`src/rtl/inst_rom_ctrl_pkg.sv`:
```
// Shared types and bus constants for the instruction-fetch buffer controller.
package inst_rom_ctrl_pkg;
  localparam int INST_ADDR_W = 32;
  localparam int INST_W      = 32;
  localparam logic [INST_W-1:0] ZERO_WORD = '0;

  typedef enum logic [1:0] {
    IRC_IDLE  = 2'd0,
    IRC_FETCH = 2'd1,
    IRC_FILL  = 2'd2
  } irc_state_e;
endpackage

```
`src/rtl/inst_rom_ctrl_fetch_buf.sv`:
```
// Direct-mapped fetch buffer storage: one write port, one async read port,
// global clear of the valid bits that overrides a same-edge write.
module inst_rom_ctrl_fetch_buf
  import inst_rom_ctrl_pkg::*;
#(
  parameter int LINES  = 4,
  parameter int IDX_W  = 2,
  parameter int TAG_W  = 28,
  parameter int DATA_W = INST_W
) (
  input  logic              clk,
  input  logic              rst,
  input  logic              clr,
  input  logic              we,
  input  logic [IDX_W-1:0]  widx,
  input  logic [TAG_W-1:0]  wtag,
  input  logic [DATA_W-1:0] wdata,
  input  logic [IDX_W-1:0]  ridx,
  output logic              rvalid,
  output logic [TAG_W-1:0]  rtag,
  output logic [DATA_W-1:0] rdata
);
  logic [LINES-1:0]  valid;
  logic [TAG_W-1:0]  tag_mem  [LINES];
  logic [DATA_W-1:0] data_mem [LINES];

  always_ff @(posedge clk or negedge rst) begin
    if (!rst) begin
      valid <= '0;
    end else if (clr) begin
      valid <= '0;
    end else if (we) begin
      valid[widx] <= 1'b1;
    end
  end

  // Storage is not reset; a line is only ever observed through its valid bit.
  always_ff @(posedge clk) begin
    if (we) begin
      tag_mem[widx]  <= wtag;
      data_mem[widx] <= wdata;
    end
  end

  assign rvalid = valid[ridx];
  assign rtag   = tag_mem[ridx];
  assign rdata  = data_mem[ridx];
endmodule

```
`src/rtl/inst_rom_ctrl.sv`:
```
// Instruction-fetch responder: serves 32-bit fetches from a byte-wide flash
// through a small direct-mapped buffer, stalling the CPU during line fills.
module inst_rom_ctrl
  import inst_rom_ctrl_pkg::*;
#(
  parameter int LINES    = 4,
  parameter int FLASH_AW = 20
) (
  input  logic                   clk,
  input  logic                   rst,
  input  logic                   rom_ce_i,
  input  logic [INST_ADDR_W-1:0] rom_addr_i,
  output logic [INST_W-1:0]      rom_data_o,
  output logic                   stallreq_o,
  input  logic                   inval_i,
  output logic                   flash_req_o,
  output logic [FLASH_AW-1:0]    flash_addr_o,
  input  logic                   flash_ack_i,
  input  logic [7:0]             flash_data_i
);
  localparam int IDX_W = $clog2(LINES);
  localparam int TAG_W = INST_ADDR_W - IDX_W - 2;

  irc_state_e             state;
  logic [1:0]             beat;
  logic [INST_ADDR_W-1:2] cap_addr;
  logic [INST_W-1:0]      asm_word;

  logic [IDX_W-1:0]  idx;
  logic [TAG_W-1:0]  tag;
  logic              buf_valid;
  logic [TAG_W-1:0]  buf_tag;
  logic [INST_W-1:0] buf_data;
  logic              hit;
  logic              miss_idle;
  logic              unused_addr_lsb;

  assign idx             = rom_addr_i[IDX_W+1:2];
  assign tag             = rom_addr_i[INST_ADDR_W-1:IDX_W+2];
  assign unused_addr_lsb = ^rom_addr_i[1:0];
  assign hit             = rom_ce_i & buf_valid & (buf_tag == tag);
  assign miss_idle       = rom_ce_i & ~hit & (state == IRC_IDLE);

  inst_rom_ctrl_fetch_buf #(
    .LINES  (LINES),
    .IDX_W  (IDX_W),
    .TAG_W  (TAG_W),
    .DATA_W (INST_W)
  ) u_buf (
    .clk    (clk),
    .rst    (rst),
    .clr    (inval_i),
    .we     (state == IRC_FILL),
    .widx   (cap_addr[IDX_W+1:2]),
    .wtag   (cap_addr[INST_ADDR_W-1:IDX_W+2]),
    .wdata  (asm_word),
    .ridx   (idx),
    .rvalid (buf_valid),
    .rtag   (buf_tag),
    .rdata  (buf_data)
  );

  always_ff @(posedge clk or negedge rst) begin
    if (!rst) begin
      state <= IRC_IDLE;
      beat  <= 2'd0;
    end else begin
      unique case (state)
        IRC_IDLE: begin
          if (miss_idle) begin
            state <= IRC_FETCH;
            beat  <= 2'd0;
          end
        end
        IRC_FETCH: begin
          if (flash_ack_i) begin
            beat <= beat + 2'd1;
            if (beat == 2'd3) state <= IRC_FILL;
          end
        end
        IRC_FILL: state <= IRC_IDLE;
        default:  state <= IRC_IDLE;
      endcase
    end
  end

  // Miss address and the big-endian byte assembler: first beat ends up in [31:24].
  always_ff @(posedge clk) begin
    if (miss_idle) cap_addr <= rom_addr_i[INST_ADDR_W-1:2];
    if (state == IRC_FETCH && flash_ack_i) asm_word <= {asm_word[INST_W-9:0], flash_data_i};
  end

  assign flash_req_o  = (state == IRC_FETCH);
  assign flash_addr_o = {cap_addr[FLASH_AW-1:2], beat};
  assign stallreq_o   = rst & rom_ce_i & ((state != IRC_IDLE) | ~hit);
  assign rom_data_o   = (rst && state == IRC_IDLE && hit) ? buf_data : ZERO_WORD;
endmodule

```
`config.mk`:
```
export PLATFORM = sky130hd
export DESIGN_NAME = inst_rom_ctrl
export DESIGN_NICKNAME = d
export VERILOG_FILES = /design/src/rtl/inst_rom_ctrl_pkg.sv /design/src/rtl/inst_rom_ctrl_fetch_buf.sv /design/src/rtl/inst_rom_ctrl.sv
export SDC_FILE = /design/constraint.sdc
export NUM_CORES = 1
export LEC_CHECK = 0
export ABC_CLOCK_PERIOD_IN_PS = 11100
export CAP_MARGIN = 5
export CORE_UTILIZATION = 62
export DETAILED_ROUTE_END_ITERATION = 7
export GPL_TIMING_DRIVEN = 1
export PLACE_DENSITY = 0.85
export SYNTH_ARGS = -nofsm -noshare
export SYNTH_HDL_FRONTEND = slang
export SYNTH_HIERARCHICAL = 1
export SYNTH_SLANG_ARGS = --single-unit
export TNS_END_PERCENT = 50
```
`constraint.sdc`:
```
create_clock -name clk -period 11.1 [get_ports clk]
set_clock_uncertainty 0.1 [all_clocks]
set_input_delay 2.22 -clock clk [delete_from_list [all_inputs] [get_ports clk]]
set_output_delay 2.22 -clock clk [all_outputs]
set_load 0.01 [all_outputs]
```
==> impl_results.md, run 1 <==
* DR vias/cell at 6.15
* Power density cells at between 150 and 200 nW/um^2
* Layout cells sized above 1 at between 10% and 20%
* DR vias at between 5000 and 6000
* Clk slew on worst S/H paths at 0.06 ns
* Commonest non-fill, non-tap cells in the layout: edfxtp_1 (302), clkdlybuf4s50_1 (94), mux4_2 (60), and2_1 (32), clkbuf_16 (29)
* Worst min-delay path class: flop to flop
* Crit-path cells: buf_2 > buf_4 > mux4_2 > xnor2_1 > o2111ai_1 > nor3_1 > nand3_2 > nor3_4 > buf_4 > and2_1 > clkdlybuf4s50_1
* Die area at 19500 um^2
* Critical path's most frequent cell: buf_4
* Sequential Area at between 9000 and 10000 um^2
* Gr usage total at 23.5%
* Nets at 664
* Number of distinct library cells after synthesis at 43
* CTS root buf: clkbuf_16
* Hold bufs inserted after CTS at 0
* Yosys reg bits at 310
* CP startpoint: rom_addr_i[3]
* Setup bufs post-CTS at 0
* Initial antenna violation count at 1
* Worst EP required at 8.78 ns
* Setup TNS at 0 ns
* Comb pwr share at roughly 6.7%
* Hpwl dp at about 12000 um
* Crit Path Class: input port to output pin
* CTS Buffer Depth at 3
* CP max-delay cell: buf_4
* Row count at 49
* Placed inst area at approximately 13000 um^2
* Pint at ~1.9 mW
* Post-synth EDFFs at just over 300
* Clock power frac at 34.9%
* Die W at 140 um
* Cts bufs inserted at 29
* Count of final hold-check violations at 0
* Syn nets at 562
* Drc violations at 0
* Die height at approximately 140 um
* Initial core utilization at 64.3%
* Net Sw Frac at between 20% and 30%
* Area grow syn2layout at 15.4%
* Initial DRC count at between 400 and 500
* Max-slew violations at 0
* Final ANT Viol Nets at 0
* Relative slew slack at 39.9%
* I/O Buffers at 96
* Sequential Power Share at 58.4%
* Vias in the first global route at slightly below 6000
* Commonest non-fill, non-tap cell in the layout: edfxtp_1
* Post-synthesis cell count at 516
* Pin count of the biggest net entering global routing at 48
* Routability Congestion at roughly 0.8
* Clock Sinks at 310
* Reg-to-reg setup timing slack at 8.01 ns
* # IOs at 99
* Worst path max stage delay at 0.67 ns
* First-pass DRT Iterations at 5
* Congestion Overflow GR at 0
* Sequential share of the synthesized area at 78.9%
* Maximum VDD drop at about 0.00014 V
* Maxcap violations at 0
* Min cycle time layout at 8.33 ns
* Non-Filler Instances at 867
* CP max FO at 47
* Outcome: complete, no violations
* Worst reg2reg path startpoint: u_buf/tag_mem[3][25]$_DFFE_PP_
* Post-Syn Area at 11800 um^2
* Async set or reset register ratio after synthesis at 2.58%
* Final Instance Area at approximately 14000 um^2
* Static leakage at 4.37 nW
* First-pass GRT wire length at 33500 um
* Core area at 18300 um^2
* Clk_lat worst skew at roughly 0.53 ns
* P_sw at about 0.53 mW
* TritonCTS clock tree: done
* Area occupied by multi-input gates at 2110 um^2
* Avg WL per Cell at 25.3 um
* Setup Viol. Count Final at 0
* Final worst-path cycle share at about three quarters
* Slew at the pin closest to its max-slew limit at 0.897 ns
* CTS resizes at 0
* RSZ-0062 raised after global routing: false
* Cells after DPL at 816
* Synth warn at 6
* Crit path DAT at 6.01 ns
* Syn_area_per_cell at approximately 23 um^2
* Fmax achieved at 120 MHz
* Synth Flop Type: edfxtp_1
* Worst reg2reg path endpoint: state[0]$_DFFE_PN0P_
* Wirelength, routed at 21900 um
* Setup crit end: rom_data_o[31]
* Element type at the critical path start: input port
* Worst R2R Path Depth at 8
* Fill cells at 961
* H-tree depth at 1
* Critical path capture point type: output pin
* Hold_sp: asm_word[26]$_DFFE_PP_
[power groups by stage]
stage                     clock network (mW)  registers [mW]  logic, mW
final                                  0.867            1.45      0.166
after global routing                   0.919            1.46      0.176
after CTS                              0.879            1.45      0.168
after detailed placement                   0            1.47      0.165
after global placement                     0            1.46      0.162
after floorplan                            0            1.45      0.104
[state kept, by name, indices dropped and copies added (netlist names)]
register / flops
asm_word: 32
beat: 2
cap_addr: 30
state: 2
u_buf/data_mem: 128
u_buf/tag_mem: 112
u_buf/valid: 4
[final cells by class]
| cell class | count | area share, % |
|---|---|---|
| tap | 229 | 2.11 |
| clock inverter | 14 | 0.489 |
| timing repair buffer | 106 | 7.59 |
| antenna | 1 | 0.0185 |
| sequential | 310 | 68.4 |
| inverter | 11 | 0.305 |
| clock buffer | 36 | 5.55 |
| multi-input combinational | 160 | 15.6 |
[synth_stat cells, drive strengths merged, types with 3 or more instances]
cell type	instances	share of area, %
edfxtp	302	77
mux4	61	12
buf	35	2.9
and2	32	1.7
xnor2	16	1.2
inv	11	0.35
dfrtp	8	1.7
nand2	5	0.16
nand2b	4	0.21
nand3	3	0.17
nand4	3	0.16
nor2	3	0.096
nor2b	3	0.16
xor2	3	0.22
[critical path, delay by kind of cell]
family                 cells  cell delay (ns)
buffers and inverters      4             1.96
multiplexers               1             0.45
XOR/XNOR                   1             0.25
AO/OA/AOI/OAI              1             0.17
AND/OR/NAND/NOR            4             0.94
[logic make-up (layout without fill, tap and decap cells)]
logic type               count (synthesis)  after routing  synth area share, %
adder cells (fa/ha/maj)                  1              1                0.106
flip-flops                             310            310                 78.9
buffers and inverters                   46            167                 3.21
AO/OA/AOI/OAI                           17             17                 1.41
XOR/XNOR                                19             19                 1.42
AND/OR/NAND/NOR                         62             62                 3.26
other                                    0              1                    0
multiplexers                            61             61                 11.7
[through the flow]
step                total power, mW  hold slack, ns  worst slack, ns  utilization [%]
CTS                            2.50           0.399             2.71             74.2
detailed placement             1.64           0.389             2.86             69.7
global placement               1.62           0.366             2.93             69.7
finish                         2.48           0.403             2.77             74.2
floorplan                      1.56           0.357             4.46                -
global route                   2.55           0.414             2.55             74.2
[how the worst min path moves through the flow]
stage                                       to  slack (ns)  depth (start not counted)
3_3_place_gp    u_buf/tag_mem[1][24]$_DFFE_PP_        0.37                          0
4_1_cts        u_buf/data_mem[0][26]$_DFFE_PP_        0.40                          0
6_report       u_buf/data_mem[0][26]$_DFFE_PP_        0.40                          0
3_5_place_dp   u_buf/data_mem[3][24]$_DFFE_PP_        0.39                          0
5_1_grt         u_buf/tag_mem[1][17]$_DFFE_PP_        0.41                          0
2_1_floorplan       u_buf/valid[3]$_DFFE_PN0P_        0.36                          2
[metal layers]
metal	vias up	track usage, %	share of wire [%]
met2	237	41.0	52
met1	2782	30.1	39
met4	0	8.16	2.5
met3	37	4.16	5.8
met5	-	0	0
li1	2279	-	-
Note: power is estimated with default switching activity, not from simulation.
==> run 2: changes to the inputs <==
- ABC_CLOCK_PERIOD_IN_PS: 11100 -> 7100
- CORE_UTILIZATION: 62 -> 52
- PLACE_DENSITY: 0.85 -> 0.76
- clock period: 11.1 -> 7.1 ns (I/O delays scaled with it)
==> impl_results.md, run 2 (synthesized netlist as in run 1, its figures left out) <==
* Outcome: complete, but fails checks
* Failing checks: DRC
* First-pass GRT wire length at 33900 um (+1.3%)
* # IOs at 99 (unchanged)
* Inserted Diodes at 0 (-1)
* Pin count of the biggest net entering global routing at 45 (-6.3%)
* Setup bufs post-CTS at 0 (unchanged)
* Crit Path Class: input port to output pin
* Largest reg by FF count: u_buf/data_mem
* Maximum VDD drop at 0.000206 V (+50%)
* Element type at the critical path start: input port
* Wirelength, routed at 21400 um (-2.2%)
* Worst min-delay path class: flop to flop
* CP max FO at 32 (-32%)
* Power density cells at 297 nW/um^2 (+62%)
* Hpwl dp at 12700 um (+3.2%)
* Sequential Power Share at 55.2% (-3.2 points)
* Slew at the pin closest to its max-slew limit at 1.03 ns (+0.131 ns)
* Clk_lat worst skew at 0.54 ns (about the same)
* Comb pwr share at 6.4% (-0.3 points)
* First-pass DRT Iterations at 7 (+2)
* H-tree depth at 1 (unchanged)
* Setup Viol. Count Final at 0 (unchanged)
* Worst EP required at 5.58 ns (-3.20 ns)
* RSZ-0062 raised after global routing: false
* Initial antenna violation count at 0 (-1)
* Sequential Area at 9270 um^2 (unchanged)
* Setup Slack @ Placement at 0.704 ns (-2.16 ns)
* Pint at 3.24 mW (+66%)
* Critical path capture point type: output pin
* Congestion Overflow GR at 0 (unchanged)
* CTS resizes at 0 (unchanged)
* Die W at 152 um (+9.1%)
* Die area at 23200 um^2 (+19%)
* P_sw at 0.865 mW (+62%)
* TritonCTS clock tree: done
* Worst reg2reg path startpoint: u_buf/tag_mem[2][14]$_DFFE_PP_
* CP max-delay cell: mux4_2
* Area grow syn2layout at 17.5%
* Final worst setup slack at 0.794 ns (-1.98 ns)
* DR vias at 5280 (-1.0%)
* Area occupied by multi-input gates at 2110 um^2 (unchanged)
* Clock Sinks at 310 (unchanged)
* Maxcap violations at 0 (unchanged)
* Max-slew violations at 0 (unchanged)
* Crit-path cells: buf_4 > mux4_2 > xnor2_1 > nand4_1 > nor4_1 > nand3_2 > nor3_4 > buf_4 > and2_1 > clkdlybuf4s50_1
* CTS root buf: clkbuf_16
* I/O Buffers at 96 (unchanged)
* CTS Buffer Depth at 3 (unchanged)
* Cts bufs inserted at 30 (+3.4%)
* Initial core utilization at 53.5% (-11 points)
* Final worst-path cycle share at 88.8%
* Gr usage total at 19.3% (-4.2 points)
* Cells after DPL at 869 (+6.5%)
* Worst hold slack at 0.395 ns (-0.00815 ns)
* Fill cells at 1464 (+52%)
* Static leakage at 4.46 nW (+2.0%)
* Hold_sp: asm_word[27]$_DFFE_PP_
* Clk slew on worst S/H paths at 0.06 ns (about the same)
* Largest register FFs at 128 (unchanged)
* Worst path max stage delay at 0.59 ns (-0.08 ns)
* Hold bufs inserted after CTS at 0 (unchanged)
* Min cycle time layout at between 6 and 7 ns
* Non-Filler Instances at 924 (+6.6%)
* Layout cells sized above 1 at 19.7% (+1.0 points)
* Die height at 152 um (+9.1%)
* DR vias/cell at 5.71 (-7.1%)
* Routability Congestion at 0.773 (-3.0%)
* Final Power at 4.11 mW (+65%)
* Nets at 667 (+0.45%)
* Final ANT Viol Nets at 0 (unchanged)
* Drc violations at 11 (+11)
* Core area at 22000 um^2 (+20%)
* Initial DRC count at 393 (-4.6%)
* Vias in the first global route at 5843 (-0.51%)
* Crit path DAT at 4.79 ns (-1.22 ns)
* Post-layout util at 62.9% (-11 points)
* Net Sw Frac at 21.1% (-0.45 points)
* Count of final hold-check violations at 0 (unchanged)
* Final Instance Area at 13800 um^2 (+1.8%)
* Placed inst area at 12800 um^2 (+0.62%)
* Fmax achieved at 159 MHz
* Relative slew slack at 31.4% (-8.5 points)
* Commonest non-fill, non-tap cell in the layout: edfxtp_1
* Commonest non-fill, non-tap cells in the layout: edfxtp_1 (302), clkdlybuf4s50_1 (94), mux4_2 (60), and2_1 (32), clkbuf_16 (31)
* Largest regs: u_buf/data_mem x128, u_buf/tag_mem x112, asm_word x32
* Setup TNS at 0 ns (unchanged)
* Critical path's most frequent cell: buf_4
* Row count at 54 (+10%)
* Avg WL per Cell at 23.2 um (-8.2%)
* CP startpoint: rom_addr_i[2]
* Clock power frac at 38.4% (+3.5 points)
[run 2: layout make-up]
type | count | share of cell area, %
clock inverters | 20 | 1.45
multi-input cells | 160 | 15.3
clock buffers | 35 | 5.73
well taps | 280 | 2.54
inverters | 11 | 0.299
flip-flops and latches | 310 | 67.1
repair buffers | 108 | 7.56
[run 2: worst paths after layout]
kind | endpoint | slack [ns] | cells past startpoint
max | rom_data_o[23] | 0.79 | 10
min | u_buf/data_mem[0][27]$_DFFE_PP_ | 0.39 | 0
max reg2reg | cap_addr[12]$_DFFE_PP_ | 3.89 | 7
min reg2reg | u_buf/data_mem[0][27]$_DFFE_PP_ | 0.39 | 0
max in group asynchronous | state[0]$_DFFE_PN0P_ | 5.45 | 1
min in group asynchronous | u_buf/valid[0]$_DFFE_PN0P_ | 1.11 | 1
[run 2: worst max-delay path, delay by kind of cell]
kind	cells	cell delay (ns)
muxes	1	0.59
and+or+nand+nor	5	1.24
xor gates and xnor gates	1	0.18
buffers and inverters	3	1.32
[run 2: power groups by stage]
stage | Clock (mW) | Combinational, mW | Sequential [mW]
after floorplan | 0 | 0.162 | 2.27
after global placement | 0 | 0.259 | 2.29
after detailed placement | 0 | 0.267 | 2.31
after CTS | 1.61 | 0.269 | 2.27
after global routing | 1.68 | 0.282 | 2.28
final | 1.58 | 0.263 | 2.26
[run 2: routing by layer]
| metal | vias up | wire [um] | GRT usage (%) |
|---|---|---|---|
| li1 | 2294 | - | - |
| met1 | 2772 | 8740 | 25.6 |
| met2 | 177 | 10900 | 32.8 |
| met3 | 37 | 1240 | 3.47 |
| met5 | - | 0 | 0 |
| met4 | 0 | 523 | 5.93 |
==> variant, RTL diff (flow settings as in run 2) <==
`INST_ADDR_W`: 32 -> 64.
--- a/src/rtl/inst_rom_ctrl_pkg.sv
+++ b/src/rtl/inst_rom_ctrl_pkg.sv
@@ -1,6 +1,6 @@
 // Shared types and bus constants for the instruction-fetch buffer controller.
 package inst_rom_ctrl_pkg;
-  localparam int INST_ADDR_W = 32;
+  localparam int INST_ADDR_W = 64;
   localparam int INST_W      = 32;
   localparam logic [INST_W-1:0] ZERO_WORD = '0;
 
Ports: changed (resized rom_addr_i); port bits go from 99 to 131. No check against the original RTL was run, so the function may have changed too.
==> variant against run 2 <==
Sequential cell count rose by 160. Wire length rose by 52%. Clock power grew 49%. Hold slack worse by 0.0020 ns. Register-to-register slack worse by 0.10 ns. Final cell count up 53%. Final area up 51%. Utilization down 0.52 points. Worst setup slack worse by 0.28 ns. Synthesized area is 50% higher. Non-clock buffer count up 44. Critical path depth rose by 1. Power increased by 49%. Critical path type unchanged.
==> variant: results (changes against run 2) <==
[detailed_routing] routed length on met1 13.6 mm [+56%]
[clocking] H-tree levels 2 [+1]
[min_path] Min-Delay Endpoint u_buf/data_mem[2][31]$_DFFE_PP_
[worst_setup_path] Critical Path Sink rom_data_o[31]
[synth] fraction of registers with async set or reset after synthesis 1.70% [-0.88 points]
[synth] top cells by area in the synthesized netlist edfxtp_1 79%, mux4_2 12%, xnor2_1 1.2%
[clocking] Num CTS Buffers 46 [+53%]
[power] leakage component of the power 6.67 nW [+50%]
[cells_and_area] registers with the most flip-flops u_buf/tag_mem: 240 flops, u_buf/data_mem: 128 flops, cap_addr: 62 flops
[power] Sw Share 20.8% [-0.26 points]
[sta] Max-slew headroom 24.2% [-7.2 points]
[cells_and_area] Multi-input comb cells 237 [+48%]
[sta] Setup WS post-layout 0.511 ns [-0.283 ns]
[worst_setup_path] RR Startpoint u_buf/tag_mem[2][10]$_DFFE_PP_
[place] cell count after placement 1324 [+52%]
[place] GPL Wtd Cong 0.721 [-6.8%]
[worst_setup_path] standard cell with the maximum stage delay on the critical path clkdlybuf4s50_1
[detailed_routing] Via-to-Cell Ratio 5.51 [-3.6%]
[cells_and_area] post-route cell area 20900 µm² [+51%]
[cells_and_area] register fraction of the total cell area 67.5% [+0.34 points]
[global_route] met3 GRT Util 4.50% [+1.0 points]
[detailed_routing] total via count in the routed design 7782 [+47%]
[global_route] largest net degree at the start of global routing 70 [+56%]
[status] run status complete, no violations
[global_route] via count of the first global-routing pass 8337 [+43%]
[worst_setup_path] setup slack of the worst register-to-register path 3.79 ns [-0.10 ns]
[detailed_routing] routed wl met2 16.0 mm [+46%]
[worst_setup_path] data arrival time at the worst-slack endpoint 5.07 ns [+0.28 ns]
[cells_and_area] number of nets in the layout 1002 [+50%]
[global_route] global-route wire length before repair 49.5 mm [+46%]
[variant: changes by cell type in the layout (fill, tap and decap cells not counted), sizes merged, moves of 5 or more]
cell	change
buf	+12
xnor2	+8
mux4	+32
nand4	+5
nor4	+8
edfxtp	+160
clkbuf	+29
clkdlybuf4s50	+32
xor2	+20
inv	+7
[variant: cell families after synthesis]
group | Yosys count | share of synthesized area (%)
compound gates | 19 | 0.910
xor+xnor | 47 | 2.34
fa+ha+maj | 1 | 0.0710
buf+inv | 58 | 2.17
flops | 470 | 79.9
mux | 93 | 11.9
simple gates | 77 | 2.71
[variant: power by group through the flow]
stage	registers (W)	clock network, W	logic, W
2_1_floorplan	0.00340	0	0.000213
3_3_place_gp	0.00342	0	0.000369
3_5_place_dp	0.00344	0	0.000370
4_1_cts	0.00338	0.00240	0.000377
5_1_grt	0.00340	0.00250	0.000398
6_report	0.00338	0.00236	0.000370
